<file path="src/rtl/multicycle_control.sv">
// multicycle_control: main sequencing FSM and ALU decoder for the multicycle ARM core.
// Optional perf counters (InstrCount/StallCount) built when MC_PERF_COUNTERS_EN is defined.
module multicycle_control #(
  parameter int STATE_W = 4
) (
  input  logic               clk,
  input  logic               reset,
  input  logic [1:0]         Op,
  input  logic [5:0]         Funct,
  input  logic [3:0]         Rd,
  input  logic               MemReady,
  output logic               IRWrite,
  output logic               NextPC,
  output logic               AdrSrc,
  output logic               ALUSrcA,
  output logic [1:0]         ALUSrcB,
  output logic [1:0]         ResultSrc,
  output logic [1:0]         ImmSrc,
  output logic [1:0]         RegSrc,
  output logic [1:0]         ALUControl,
  output logic [1:0]         FlagW,
  output logic               NoWrite,
  output logic               RegW,
  output logic               MemW,
  output logic               Branch,
  output logic               PCS,
  output logic               Illegal,
  output logic [STATE_W-1:0] State
`ifdef MC_PERF_COUNTERS_EN
  ,
  output logic [31:0]        InstrCount,
  output logic [31:0]        StallCount
`endif
);

  typedef enum logic [3:0] {
    S_FETCH  = 4'd0,
    S_DECODE = 4'd1,
    S_MEMADR = 4'd2,
    S_MEMRD  = 4'd3,
    S_MEMWB  = 4'd4,
    S_MEMWR  = 4'd5,
    S_EXECR  = 4'd6,
    S_EXECI  = 4'd7,
    S_ALUWB  = 4'd8,
    S_BRANCH = 4'd9,
    S_TRAP   = 4'd10
  } state_t;

  state_t r_state;
  state_t w_next;
  logic   w_alu_op;
  logic   w_alu_bad;
  logic   w_arith;
  logic   w_cmp;

  assign State  = STATE_W'(r_state);
  assign ImmSrc = Op;
  assign RegSrc = {Op == 2'b01, Op == 2'b10};
  assign PCS    = ((Rd == 4'hF) & RegW) | Branch;

  assign w_alu_op = (r_state == S_EXECR) |
                    (r_state == S_EXECI) |
                    (r_state == S_ALUWB);

  // State register; reset drops straight back to FETCH
  always_ff @(posedge clk or negedge reset) begin
    if (!reset) r_state <= S_FETCH;
    else        r_state <= w_next;
  end

  // Funct[4:1] command decode, independent of state so the FSM can trap on it
  always_comb begin
    w_alu_bad  = 1'b0;
    w_arith    = 1'b0;
    w_cmp      = 1'b0;
    ALUControl = 2'b00;
    unique case (Funct[4:1])
      4'b0100: begin ALUControl = 2'b00; w_arith = 1'b1; end
      4'b0010: begin ALUControl = 2'b01; w_arith = 1'b1; end
      4'b0000: ALUControl = 2'b10;
      4'b1100: ALUControl = 2'b11;
      4'b1010: begin ALUControl = 2'b01; w_cmp = 1'b1; end
      default: w_alu_bad = 1'b1;
    endcase
    if (!w_alu_op) ALUControl = 2'b00;
  end

  // Flag-write and writeback-suppress, only meaningful under ALUOp
  always_comb begin
    FlagW   = 2'b00;
    NoWrite = 1'b0;
    if (w_alu_op && !w_alu_bad) begin
      FlagW   = {Funct[0], Funct[0] & w_arith & ~w_cmp};
      NoWrite = w_cmp;
    end
  end

  // Next-state and Moore datapath controls
  always_comb begin
    w_next    = r_state;
    IRWrite   = 1'b0;
    NextPC    = 1'b0;
    AdrSrc    = 1'b0;
    ALUSrcA   = 1'b0;
    ALUSrcB   = 2'b00;
    ResultSrc = 2'b00;
    RegW      = 1'b0;
    MemW      = 1'b0;
    Branch    = 1'b0;
    Illegal   = 1'b0;
    unique case (r_state)
      S_FETCH: begin
        ALUSrcA   = 1'b1;
        ALUSrcB   = 2'b10;
        ResultSrc = 2'b10;
        IRWrite   = MemReady & reset;
        NextPC    = MemReady & reset;
        if (MemReady) w_next = S_DECODE;
      end
      S_DECODE: begin
        ALUSrcA   = 1'b1;
        ALUSrcB   = 2'b10;
        ResultSrc = 2'b10;
        unique case (Op)
          2'b00: w_next = Funct[5] ? S_EXECI : S_EXECR;
          2'b01: w_next = S_MEMADR;
          2'b10: w_next = S_BRANCH;
          2'b11: w_next = S_TRAP;
        endcase
      end
      S_MEMADR: begin
        ALUSrcB = 2'b01;
        w_next  = Funct[0] ? S_MEMRD : S_MEMWR;
      end
      S_MEMRD: begin
        AdrSrc = 1'b1;
        if (MemReady) w_next = S_MEMWB;
      end
      S_MEMWB: begin
        ResultSrc = 2'b01;
        RegW      = 1'b1;
        w_next    = S_FETCH;
      end
      S_MEMWR: begin
        AdrSrc = 1'b1;
        MemW   = 1'b1;
        if (MemReady) w_next = S_FETCH;
      end
      S_EXECR: begin
        w_next = w_alu_bad ? S_TRAP : S_ALUWB;
      end
      S_EXECI: begin
        ALUSrcB = 2'b01;
        w_next  = w_alu_bad ? S_TRAP : S_ALUWB;
      end
      S_ALUWB: begin
        RegW   = ~w_alu_bad;
        w_next = w_alu_bad ? S_TRAP : S_FETCH;
      end
      S_BRANCH: begin
        ALUSrcB   = 2'b01;
        ResultSrc = 2'b10;
        Branch    = 1'b1;
        w_next    = S_FETCH;
      end
      S_TRAP: begin
        Illegal = 1'b1;
      end
      default: w_next = S_FETCH;
    endcase
  end

`ifdef MC_PERF_COUNTERS_EN
  logic [31:0] r_instr_cnt;
  logic [31:0] r_stall_cnt;
  logic        w_instr_done;
  logic        w_stall;

  assign w_instr_done = (w_next == S_FETCH) &
                        ((r_state == S_MEMWB) | (r_state == S_MEMWR) |
                         (r_state == S_ALUWB) | (r_state == S_BRANCH));
  assign w_stall      = ~MemReady &
                        ((r_state == S_FETCH) | (r_state == S_MEMRD) |
                         (r_state == S_MEMWR));
  assign InstrCount   = r_instr_cnt;
  assign StallCount   = r_stall_cnt;

  // Retired-instruction and memory-stall counters, free-running wrap
  always_ff @(posedge clk or negedge reset) begin
    if (!reset) begin
      r_instr_cnt <= 32'd0;
      r_stall_cnt <= 32'd0;
    end else begin
      if (w_instr_done) r_instr_cnt <= r_instr_cnt + 32'd1;
      if (w_stall)      r_stall_cnt <= r_stall_cnt + 32'd1;
    end
  end
`endif

endmodule

</file>
<file path="config.mk">
export PLATFORM = sky130hd
export DESIGN_NAME = multicycle_control
export DESIGN_NICKNAME = d
export VERILOG_FILES = /design/src/rtl/multicycle_control.sv
export SDC_FILE = /design/constraint.sdc
export NUM_CORES = 1
export LEC_CHECK = 0
export BUFFER_PORTS_ARGS = -buffer_cell sky130_fd_sc_hd__buf_2
export CORE_MARGIN = 2
export CORE_UTILIZATION = 40
export CTS_CLUSTER_DIAMETER = 40
export DETAILED_ROUTE_END_ITERATION = 7
export HOLD_SLACK_MARGIN = 0.02
export PLACE_DENSITY = 0.76
export SLEW_MARGIN = 20
export SYNTH_ARGS = -nofsm -noshare
export SYNTH_HDL_FRONTEND = slang
export SYNTH_SLANG_ARGS = --single-unit
</file>
<file path="constraint.sdc">
create_clock -name clk -period 4 [get_ports clk]
set_input_delay 0.2 -clock clk [delete_from_list [all_inputs] [get_ports clk]]
set_output_delay 0.2 -clock clk [all_outputs]
set_load 0.01 [all_outputs]
</file>
==> results by group <==
Status
  – Status: finished, final reports clean

Worst setup path
  – CP delay by family, top: simple AND/OR/NAND/NOR gates
  – Worst EP arrival: 1.75 ns
  – CP max stage delay: 0.57 ns
  – Startpoint Class: flop
  – Critical path capture point type: output port
  – Worst R2R Path Depth: 3
  – CP max FO: 17
  – Most used cell, CP: nor4b_4
  – Cell Chain, Critical Path: nor4b_4 > o21bai_2 > nor4b_4 > buf_2
  – Buf/Inv on CP: 1
  – Reg2Reg Setup Slack: 2.50 ns
  – Worst reg2reg startpoint: State[1]
  – Data required, critical path: 3.80 ns
  – Worst Setup SP: State[1]
  – Worst setup path class: reg -> out
  – Slowest-stage cell, CP: dfrtp_1
  – Reg2reg end: State[1]

STA
  – Min Tclk post-route: 1.953 ns
  – Final Skew: 0.001752 ns
  – Final worst-path cycle share: 48.82%
  – RSZ-0062 raised after global routing: false
  – Endpoints failing hold: 0
  – Setup-failing EPs final: 0
  – Final worst-path setup slack: 2.047 ns
  – Setup TNS Final: 0 ns
  – Max-slew violations: 0
  – Slew margin rel.: 63.04%
  – Worst-Margin Slew: 0.5545 ns
  – F_max: 512.1 MHz

Floorplanning
  – Rows: 14
  – Die height: 43.23 µm
  – Io pins: 41
  – Starting density of the core: 41.84%
  – Core outline area: 0.001471 mm²
  – Die area: 0.001869 mm²
  – Die W: 43.23 µm

Logic synthesis
  – Post-synth EDFFs: 0
  – Mux cell area share after synthesis: 1.829%
  – Cells after synthesis: 74
  – Largest family of logic cells by synthesized area: simple AND/OR/NAND/NOR gates
  – Distinct cells, synth: 35
  – Async set-or-reset flop fraction in the synthesized netlist: 100.0%
  – Synth Area in Adders: 0%
  – Top cell type's share of synthesized area: 16.26%
  – Main area contributors after synthesis: dfrtp_1 16%, nor4b_4 7.7%, buf_4 6.1%, nor3b_1 6.1%, nand2b_1 5.1%
  – Post-synthesis compound-gate area fraction: 21.54%
  – Mapped cell area: 615.6 µm²
  – Syn_nets: 89
  – Leading area contributor after synthesis: dfrtp_1
  – Seq/Total Area, Yosys: 16.26%
  – Syn avg cell area: 8.319 µm²
  – Simple-Gate Fraction of Synth Area: 44.72%
  – Post-Synth XOR/XNOR Area: 5.691%
  – Flops & latches, synth: 4
  – Main flop type after synthesis: dfrtp_1
  – Synth warnings: 0

Finish
  – Final net count: 126
  – N_diodes: 0
  – Layout area overhead: 31.71%
  – Number of fill cells: 143
  – Non-Filler Instances: 125
  – Max FFs per register: 4
  – Share of layout cells above drive strength 1: 45.87%

Global route
  – Vias in the first global route: 566
  – Total GRT Usage: 16.94%
  – GR Overflow Total: 0
  – Initial antenna violation count: 0
  – Largest net degree at the start of global routing: 18
  – First-pass GRT wire length: 2.380 mm

Drt
  – Max layer used: met3
  – Initial DRC Count: 4
  – First-pass DRT Iterations: 4
  – Met1 WL: 668 µm
  – Routed Antenna Nets: 0
  – Drt via density: 5.296
  – Routed len/inst: 11.88 µm
  – Remaining DRCs: 0
  – Met3 wire length: 58 µm
  – Routed vias: 662
  – Post-Route WL: 1.485 mm
  – WL met2: 758 µm

Place
  – HPWL after detailed placement: 1.141 mm
  – Port Buf Inserts: 40
  – Post-Place Worst Slack: 2.305 ns
  – Inst Count DP: 121
  – Final GP Congestion: 0.8200

Clocking
  – Hold Buf Count CTS: 1
  – Inserted Clock Buffers: 3
  – Setup Buffers After CTS: 0
  – PostCTS Resize Cnt: 0
  – Worst skew pair latency: 0.23 ns
  – CTS clock-pin slew for the worst setup and hold paths: 0.04 ns
  – CTS Root Cell: clkbuf_4
  – Clock sinks: 4
  – Clock Tree Buf Depth: 2
  – H-tree levels: 1
  – TritonCTS clock tree: done

Hold path
  – HP Class: in -> async

Pwr
  – PwrDens: 611.4 mW/mm²
  – Maximum vdd drop: 0.0004434 V
  – Pleak: 0.4211 nW

Job
  – # Max-Cap Violations: 0
power breakdown:
group | internal [mW] | switching, mW
Sequential | 0.0589 | 0.0744
Clock | 0.0335 | 0.0149
Combinational | 0.157 | 0.157
Total | 0.249 | 0.247
kinds of logic after synthesis:
family          after synthesis
simple gates                 38
compound gates               17
buf+inv                      10
xor+xnor                      4
flops                         4
mux                           1
metrics by stage:
stage | hold slack [ns] | cell area (µm²) | total power, mW | util [%]
floorplan | -0.09559 | 615.6 | 0.3583 | -
global placement | 0.01135 | 778.2 | 0.4453 | 52.89
detailed placement | 0.01089 | 778.2 | 0.4487 | 52.89
CTS | 0.2966 | 810.8 | 0.5019 | 55.10
global route | 0.3091 | 810.8 | 0.5427 | 55.10
finish | 0.3215 | 810.8 | 0.4957 | 55.10
how the worst max path moves through the flow:
| stage | endpoint | slack, ns | cells past startpoint |
|---|---|---|---|
| 5_1_grt | NoWrite | 1.90 | 4 |
| 3_3_place_gp | PCS | 2.32 | 4 |
| 2_1_floorplan | NextPC | 2.11 | 4 |
| 4_1_cts | FlagW[0] | 2.04 | 4 |
| 3_5_place_dp | FlagW[0] | 2.30 | 4 |
| 6_report | FlagW[0] | 2.05 | 4 |
metal layers:
layer,track usage (%),up-vias
met5,0,-
li1,-,344
met2,25.97,15
met3,2.553,0
met1,22.54,303
met4,9.091,0
area by class of cell:
| cell class | instances | area (µm²) | share of cell area [%] |
|---|---|---|---|
| clock buffers | 3 | 22.52 | 2.778 |
| inverters | 1 | 3.754 | 0.4630 |
| flip-flops and latches | 4 | 100.1 | 12.35 |
| repair buffers | 41 | 210.2 | 25.93 |
| well taps | 16 | 20.02 | 2.469 |
| multi-input cells | 60 | 454.2 | 56.02 |
placed cells by master (no fill, tap or decap), types with 3 or more instances in the layout:
master    count
nor2_1        5
dfrtp_1       4
nor3_1        5
nand2b_1      5
clkbuf_4      3
nor2b_1       5
a21o_1        3
buf_2        40
nor3b_1       5
No activity file was read; power rests on OpenSTA's default activity.
